**src/rtl/mulpreadd_pkg.sv**
```systemverilog
// Shared width/latency helpers and operand extension for mulpreadd_pipe.
// Used by mulpreadd_stage and mulpreadd_pipe.
package mulpreadd_pkg;

   localparam int EXT_W = 64;

   function automatic int max2(int x, int y);
      return (x > y) ? x : y;
   endfunction

   function automatic int pw_f(int wb, int wc);
      return max2(wb, wc) + 2;
   endfunction

   function automatic int zw_f(int wa, int wb, int wc);
      return wa + pw_f(wb, wc) + 1;
   endfunction

   function automatic int dep_f(int ra, int rb, int rc);
      return max2(max2(ra, rb), rc);
   endfunction

   function automatic int lat_f(int ra, int rb, int rc,
                                int rp, int rz);
      return dep_f(ra, rb, rc) + rp + rz;
   endfunction

   // widen a w-bit operand, sign- or zero-extending by flag s
   function automatic logic [EXT_W-1:0] ext_op(
      logic [EXT_W-1:0] v, int w, logic s);
      logic [EXT_W-1:0] hi;
      hi = {EXT_W{1'b1}} << w;
      return (s && v[6'(w - 1)]) ? (v | hi) : (v & ~hi);
   endfunction

endpackage

```
**src/rtl/mulpreadd_stage.sv**
```systemverilog
// One optional pipeline register: clear/load qualified by strobe,
// or a plain wire when EN = 0.
module mulpreadd_stage
   import mulpreadd_pkg::*;
#(
   parameter int WIDTH = 1,
   parameter int EN    = 1
) (
   input  logic             clk,
   input  logic             rst,
   input  logic             strobe,
   input  logic             ce,
   input  logic             rst_x,
   input  logic [WIDTH-1:0] d,
   output logic [WIDTH-1:0] q
);

   if (EN != 0) begin : g_reg
      // global reset, then strobed clear, then strobed load
      always_ff @(posedge clk) begin
         if (rst)
            q <= '0;
         else if (strobe && rst_x)
            q <= '0;
         else if (strobe && ce)
            q <= d;
      end
   end else begin : g_byp
      logic unused_ctl;
      assign q = d;
      assign unused_ctl = &{1'b0, clk, rst, strobe, ce, rst_x};
   end

endmodule

```
**src/rtl/mulpreadd_pipe.sv**
```systemverilog
// Pre-add multiplier z = a * (b + c) with per-stage optional registers.
// Macro MULTPREADD_ALIGN_EN pads shallow operand paths to equal depth.
module mulpreadd_pipe
   import mulpreadd_pkg::*;
#(
   parameter int WA    = 18,
   parameter int WB    = 18,
   parameter int WC    = 18,
   parameter int REG_A = 0,
   parameter int REG_B = 0,
   parameter int REG_C = 1,
   parameter int REG_P = 0,
   parameter int REG_Z = 1
) (
   input  logic                         clk,
   input  logic                         rst,
   input  logic                         strobe,
   input  logic                         a_signed,
   input  logic                         b_signed,
   input  logic                         c_signed,
   input  logic [WA-1:0]                a,
   input  logic [WB-1:0]                b,
   input  logic [WC-1:0]                c,
   input  logic                         ce_a,
   input  logic                         ce_b,
   input  logic                         ce_c,
   input  logic                         rst_a,
   input  logic                         rst_b,
   input  logic                         rst_c,
   input  logic                         in_valid,
   output logic                         out_valid,
   output logic [zw_f(WA,WB,WC)-1:0]    z
);

   localparam int PW  = pw_f(WB, WC);
   localparam int ZW  = zw_f(WA, WB, WC);
   localparam int DEP = dep_f(REG_A, REG_B, REG_C);
   localparam int LAT = lat_f(REG_A, REG_B, REG_C, REG_P, REG_Z);

`ifdef MULTPREADD_ALIGN_EN
   localparam int PAD_A = DEP - REG_A;
   localparam int PAD_B = DEP - REG_B;
   localparam int PAD_C = DEP - REG_C;
`else
   localparam int PAD_A = 0;
   localparam int PAD_B = 0;
   localparam int PAD_C = 0;
`endif

   logic [WA:0] a_r, a_q;
   logic [WB:0] b_r, b_q;
   logic [WC:0] c_r, c_q;

   logic signed [WA:0]   a_ext;
   logic signed [PW-1:0] b_ext;
   logic signed [PW-1:0] c_ext;
   logic signed [PW-1:0] sum;
   logic [PW-1:0]        p_raw;
   logic signed [ZW-1:0] a_w;
   logic signed [ZW-1:0] p_w;
   logic signed [ZW-1:0] prod;

   // operand registers; the signed flag rides in the top bit
   mulpreadd_stage #(.WIDTH(WA+1), .EN(REG_A)) u_reg_a (
      .clk(clk), .rst(rst), .strobe(strobe),
      .ce(ce_a), .rst_x(rst_a),
      .d({a_signed, a}), .q(a_r));

   mulpreadd_stage #(.WIDTH(WB+1), .EN(REG_B)) u_reg_b (
      .clk(clk), .rst(rst), .strobe(strobe),
      .ce(ce_b), .rst_x(rst_b),
      .d({b_signed, b}), .q(b_r));

   mulpreadd_stage #(.WIDTH(WC+1), .EN(REG_C)) u_reg_c (
      .clk(clk), .rst(rst), .strobe(strobe),
      .ce(ce_c), .rst_x(rst_c),
      .d({c_signed, c}), .q(c_r));

   // padding registers, wires unless alignment adds depth
   mulpreadd_stage #(.WIDTH(WA+1), .EN(PAD_A)) u_pad_a (
      .clk(clk), .rst(rst), .strobe(strobe),
      .ce(ce_a), .rst_x(rst_a),
      .d(a_r), .q(a_q));

   mulpreadd_stage #(.WIDTH(WB+1), .EN(PAD_B)) u_pad_b (
      .clk(clk), .rst(rst), .strobe(strobe),
      .ce(ce_b), .rst_x(rst_b),
      .d(b_r), .q(b_q));

   mulpreadd_stage #(.WIDTH(WC+1), .EN(PAD_C)) u_pad_c (
      .clk(clk), .rst(rst), .strobe(strobe),
      .ce(ce_c), .rst_x(rst_c),
      .d(c_r), .q(c_q));

   assign a_ext = (WA+1)'(ext_op(EXT_W'(a_q[WA-1:0]), WA, a_q[WA]));
   assign b_ext = PW'(ext_op(EXT_W'(b_q[WB-1:0]), WB, b_q[WB]));
   assign c_ext = PW'(ext_op(EXT_W'(c_q[WC-1:0]), WC, c_q[WC]));
   assign sum   = b_ext + c_ext;

   mulpreadd_stage #(.WIDTH(PW), .EN(REG_P)) u_reg_p (
      .clk(clk), .rst(rst), .strobe(strobe),
      .ce(1'b1), .rst_x(1'b0),
      .d(sum), .q(p_raw));

   assign a_w  = ZW'(a_ext);
   assign p_w  = ZW'($signed(p_raw));
   assign prod = a_w * p_w;

   mulpreadd_stage #(.WIDTH(ZW), .EN(REG_Z)) u_reg_z (
      .clk(clk), .rst(rst), .strobe(strobe),
      .ce(1'b1), .rst_x(1'b0),
      .d(prod), .q(z));

   if (LAT == 0) begin : g_vld_comb
      assign out_valid = in_valid;
   end else begin : g_vld_sr
      logic [LAT-1:0] vld_sr;

      // tag shift register; only rst drops in-flight tags
      always_ff @(posedge clk) begin
         if (rst) begin
            vld_sr <= '0;
         end else if (strobe) begin
            vld_sr[0] <= in_valid;
            for (int i = 1; i < LAT; i++)
               vld_sr[i] <= vld_sr[i-1];
         end
      end

      assign out_valid = vld_sr[LAT-1];
   end

endmodule

```
**config.mk**
```make
export PLATFORM = sky130hd
export DESIGN_NAME = mulpreadd_pipe
export DESIGN_NICKNAME = d
export VERILOG_FILES = /design/src/rtl/mulpreadd_pkg.sv /design/src/rtl/mulpreadd_stage.sv /design/src/rtl/mulpreadd_pipe.sv
export SDC_FILE = /design/constraint.sdc
export NUM_CORES = 1
export LEC_CHECK = 0
export CAP_MARGIN = 0
export CORE_MARGIN = 8
export CORE_UTILIZATION = 25
export DETAILED_ROUTE_END_ITERATION = 6
export GPL_ROUTABILITY_DRIVEN = 0
export PLACE_DENSITY = 0.41
export SLEW_MARGIN = 20
export SYNTH_ARGS = -nofsm -noshare
export SYNTH_HDL_FRONTEND = slang
export SYNTH_SLANG_ARGS = --single-unit
```
**constraint.sdc**
```tcl
create_clock -name clk -period 24.6 [get_ports clk]
set_clock_uncertainty 0.05 [all_clocks]
set_input_delay 4.92 -clock clk [delete_from_list [all_inputs] [get_ports clk]]
set_output_delay 4.92 -clock clk [all_outputs]
set_load 0.02 [all_outputs]
```
# Word level (Yosys, flattened, before mapping)
# Cells that the tools add are included.
op_classes:
  add_sub_neg: 1
  n_mul: 1
  div: 0
  magnitude_cmp: 0
  n_eq_ne: 0
  shifts: 0
  mux: 3
  n_bitwise: 0
  reduce_logical: 6
op_table:
  columns: ["operator", "n"]
  rows:
  - ["$mux 20", 2]
  - ["$mul 19x20->39", 1]
  - ["$add 20x20->20", 1]
  - ["$mux 19", 1]
  - ["$logic_and 1x1->1", 5]
  - ["$reduce_or 2->1", 1]
totals:
  reg_bits: 60
  latchBits: 0
  ram_bits: 0
  mem_bits_ro: 0
  memories: 0

# Logic depth before layout (Yosys ltp)
logic_depth:
  ltp_word: 4
  depth_mapped: 33

# Hierarchy
# From an unflattened synthesis, not the netlist that was laid out.
unflattened:
  hier_cells: 2062
  hier_area_um2: 18575.3
modules_own_cells:
  columns: ["module", "instances", "cells_per_inst", "area_per_inst_um2"]
  rows:
  - ["mulpreadd_pipe", 1, 1687, 15038.2]
  - ["mulpreadd_stage at u_reg_z", 1, 175, 1774.2]
  - ["mulpreadd_stage at u_reg_c", 1, 85, 899.6]
  - ["mulpreadd_stage at u_pad_a ...", 5, 19, 142.6]
  - ["mulpreadd_stage at u_reg_p", 1, 20, 150.1]

# Worst setup path after synthesis
# OpenSTA, ideal clock, no wires.
synth_path:
  path_kind: "in2reg"
  start: "input port b[1]"
  end: "register u_reg_z.q[38]"
  setup_time_ns: 0.117
  arrival_ns: 12.616
  path_slack_ns: 11.817
  path_stages: 29
  path_buffers: 3
  cell_sequence: "ha_1 -> a21o_1 -> a21oi_1 -> o211ai_1 -> nand3b_1 -> a21oi_1 -> o21ai_1 -> clkbuf_1 -> nand2_1 -> fa_1 -> clkbuf_1 -> xor2_1 -> xor2_1 -> fa_1 -> clkbuf_1 -> inv_2 -> fa_1 -> fa_1 -> fa_1 -> ha_1 -> ha_1 -> a21o_1 -> a31o_1 -> a221o_1 -> o2bb2ai_1 -> o2111ai_2 -> a21oi_1 -> or3_1 -> a32o_1"
synth_via:
  elab_chain_len: 3
synth_lines:
  columns: ["element", "line_no", "text"]
  rows:
  - ["start, declared", "mulpreadd_pipe.sv:22", "input logic [WB-1:0] b,"]
  - ["$mux 20", "mulpreadd_pkg.sv:33", "return (s && v[6'(w - 1)]) ? (v | hi) : (v & ~hi);"]
  - ["$add 20x20->20", "mulpreadd_pipe.sv:98", "assign sum = b_ext + c_ext;"]
  - ["$mul 19x20->39", "mulpreadd_pipe.sv:107", "assign prod = a_w * p_w;"]
  - ["end signal, assigned", "mulpreadd_stage.sv:22", "q <= '0;"]
  - ["end signal, assigned", "mulpreadd_stage.sv:24", "q <= '0;"]
  - ["end signal, assigned", "mulpreadd_stage.sv:26", "q <= d;"]
  - ["end, declared", "mulpreadd_stage.sv:15", "output logic [WIDTH-1:0] q"]
# Every way passes these cells.
# A chain may end at the register's enable or synchronous reset.

# Worst setup path after layout
# Same ends and word-level chain as after synthesis.

==> impl_metrics.tcl <==
set metrics [dict create \
    status "completed" \
    cts_tree "built" \
    rows 97 \
    slowest_stage "fa_1" \
    rsz0062_at_grt "no" \
    clk_pin_slew_ns 0.06 \
    worst_pin_slew_ns 0.987 \
    setup_viol 0 \
    final_layout_size_suffix_gt1_share_pct 3.71 \
    cp-end-kind "register" \
    dr.max_layer_used "met4" \
    hold_viol_final 0 \
    yosys.area_share.simple_pct 16.7 \
    path_buf_inv 3 \
    crit_path_max_fanout 24 \
    post-route-min-period_ns 13.89 \
    avgSynthCellArea_um2 8.95 \
    first_global_vias 14600 \
    clock-root-buffer "clkbuf_16" \
    synthMuxAreaShare_pct 0.918 \
    dr_wl_met2_um 27600 \
    grt_remaining_overflow 0 \
    ys_types 70 \
    synthFlopType "dfxtp_1" \
    holdWs_ns 0.406 \
    ant_nets 0 \
    die-area_um2 78500 \
    coreArea_um2 69500 \
    route.detailed.drc 0 \
    synth_nets 2530 \
    synth_compound_area_share_pct 8.70 \
    layout.nets 2597 \
    dr_wl_met3_um 967 \
    port_buffers 102 \
    start_kind "primary input" \
    postSynthCellCount 1948 \
    cts_resized 0 \
    netlist_area_um2 17400 \
    drt-total-wl_um 50400 \
    numClockSinks 60 \
    cts_buffers 9 \
    cts_buffer_depth 2 \
    chipHeight_um 280 \
    die-width_um 280 \
    arrival_ns 14.08 \
    antenna_found_initial 2 \
    stdcell_area_um2 19900 \
    cp_common_cell "fa_1" \
    met1Wirelength_um 21300 \
    worstPathRequired_ns 24.79 \
    vias 13000 \
    drt_iter0_drc 557 \
    start_util_pct 25.1 \
    grt_util_all_layers_pct 13.3 \
    hold_buffers 0 \
    avgRoutedWirePerCell_um 17.0 \
    syn2layout_area_growth_pct 14.1 \
    grt_max_degree 50 \
    vias_per_cell 4.38 \
    dpl_cell_area_um2 19600 \
    ys_seq_area_share_pct 6.89 \
    path_class "primary input to register" \
    ys_async_sr_fraction_pct 0 \
    slew_headroom_pct 34.0 \
    post_cts_buffers 0 \
    finalSetupTns_ns 0 \
    hpwl_um 41200 \
    cap_violations 0 \
    fin_crit_sh_pct 56.5 \
    ioPinCount 107 \
    cts-htree-levels 3 \
    synth_top_family_by_area "adder cells" \
    ys_ff_latch 60 \
    synth-xor-area-share_pct 3.50 \
    fmax_ghz 0.0720 \
    hp-class "register to register" \
    crit_family "adder cells" \
    dr.pass1.iters 5 \
    clk_latency_ns 0.35 \
    ys_warn_count 0 \
    grt_pass1_wl_um 82000 \
    slew_viol_final 0 \
    synth_edf_count 0 \
    slowest_delay_ns 0.78 \
    synth-adder-area-share_pct 52.9 \
]
-- layer usage --
layer | vias to the layer above | track usage, %
li1 | 6088 | -
met1 | 6731 | 16.1
met2 | 133 | 25.5
met3 | 31 | 1.41
met4 | 0 | 1.88
met5 | - | 0
-- Yosys cell counts, types with 3 or more instances --
master | instances | share of area [%]
a32o_1 | 3 | 0.17
o221ai_1 | 4 | 0.20
a211o_1 | 4 | 0.20
a211oi_1 | 15 | 0.65
a2111o_1 | 3 | 0.19
o211ai_1 | 3 | 0.13
and2_1 | 178 | 6.4
fa_1 | 370 | 42
nor2_1 | 63 | 1.4
xor2_1 | 16 | 0.80
nand3b_1 | 14 | 0.60
a31o_2 | 5 | 0.25
a22oi_1 | 5 | 0.22
buf_2 | 3 | 0.086
a31oi_1 | 6 | 0.22
and3_1 | 9 | 0.32
a21oi_1 | 72 | 2.1
buf_1 | 5 | 0.11
mux2i_1 | 16 | 0.92
nand3_1 | 13 | 0.37
inv_1 | 400 | 8.6
dfxtp_1 | 60 | 6.9
o21bai_1 | 11 | 0.47
a21o_1 | 26 | 1.1
and3b_1 | 10 | 0.50
nand4_1 | 3 | 0.11
nand2_1 | 246 | 5.3
o21ai_0 | 19 | 0.55
nor3_1 | 8 | 0.23
o21a_1 | 9 | 0.39
o21ai_1 | 7 | 0.20
nand2b_1 | 14 | 0.50
nor2b_1 | 14 | 0.50
or3_1 | 7 | 0.25
ha_1 | 145 | 10
clkbuf_1 | 72 | 1.5
o22ai_1 | 3 | 0.11
xnor2_1 | 50 | 2.5
-- final cells by class --
class | count | area [µm²]
Sequential cell | 60 | 1200
Fill cell | 7484 | 49600
Tap cell | 940 | 1180
Antenna cell | 1 | 2.50
Inverter | 402 | 1510
Clock inverter | 7 | 52.6
Timing Repair Buffer | 136 | 1260
Clock buffer | 9 | 225
Multi-Input combinational cell | 1406 | 14500
-- path summary, 6_finish.rpt --
path,from,end,slack [ns],cells past startpoint
worst max-delay path,b[1],u_reg_z.q[38],10.71,28
worst min register to register,u_reg_c.q[18],u_reg_c.q[18],0.41,2
worst max register to register,u_reg_c.q[1],u_reg_z.q[38],15.55,27
worst min-delay path,u_reg_c.q[18],u_reg_c.q[18],0.41,2
-- through the flow --
stage	instances	util, %	setup WS, ns
floorplan	1948	-	11.82
global placement	2944	28.2	10.40
detailed placement	2944	28.2	10.38
CTS	2960	28.6	10.72
global route	2960	28.6	10.20
finish	2961	28.6	10.71
-- flip-flops by register name (all words and copies together) (netlist names) --
name and flops:
u_reg_z.q 39, u_reg_c.q 19, g_vld_sr.vld_sr 2
-- layout by cell type (no fill, tap or decap), types with 9 or more instances in the layout --
cell               n
o21a_1             9
o21ai_0           19
dfxtp_1           60
clkbuf_16          9
nor2_1            63
o21bai_1          11
buf_4             34
nand3b_1          14
fa_1             370
a211oi_1          15
inv_1            400
nand3_1           13
ha_1             145
xor2_1            16
a21oi_1           72
and3_1             9
nand2_1          246
mux2i_1           16
nor2b_1           14
nand2b_1          14
a21o_1            26
and3b_1           10
clkdlybuf4s50_1   99
xnor2_1           46
and2_1           178
-- worst min-delay path, stage by stage (launching register included) --
cell	delay (ns)
dfxtp_1	0.30
nand2_1	0.05
a21oi_1	0.05
-- kinds of logic (layout without fill, tap and decap cells) --
logic type	after synthesis	count (layout)
multiplexers	16	16
flip-flops	60	60
other	0	1
AND/OR/NAND/NOR	586	586
buffers and inverters	482	554
adder cells (fa/ha/maj)	515	515
XOR/XNOR	68	68
AO/OA/AOI/OAI	221	221
Power is not shown: default switching activity piles up to over one toggle a cycle in this logic, so the estimate is an artifact.
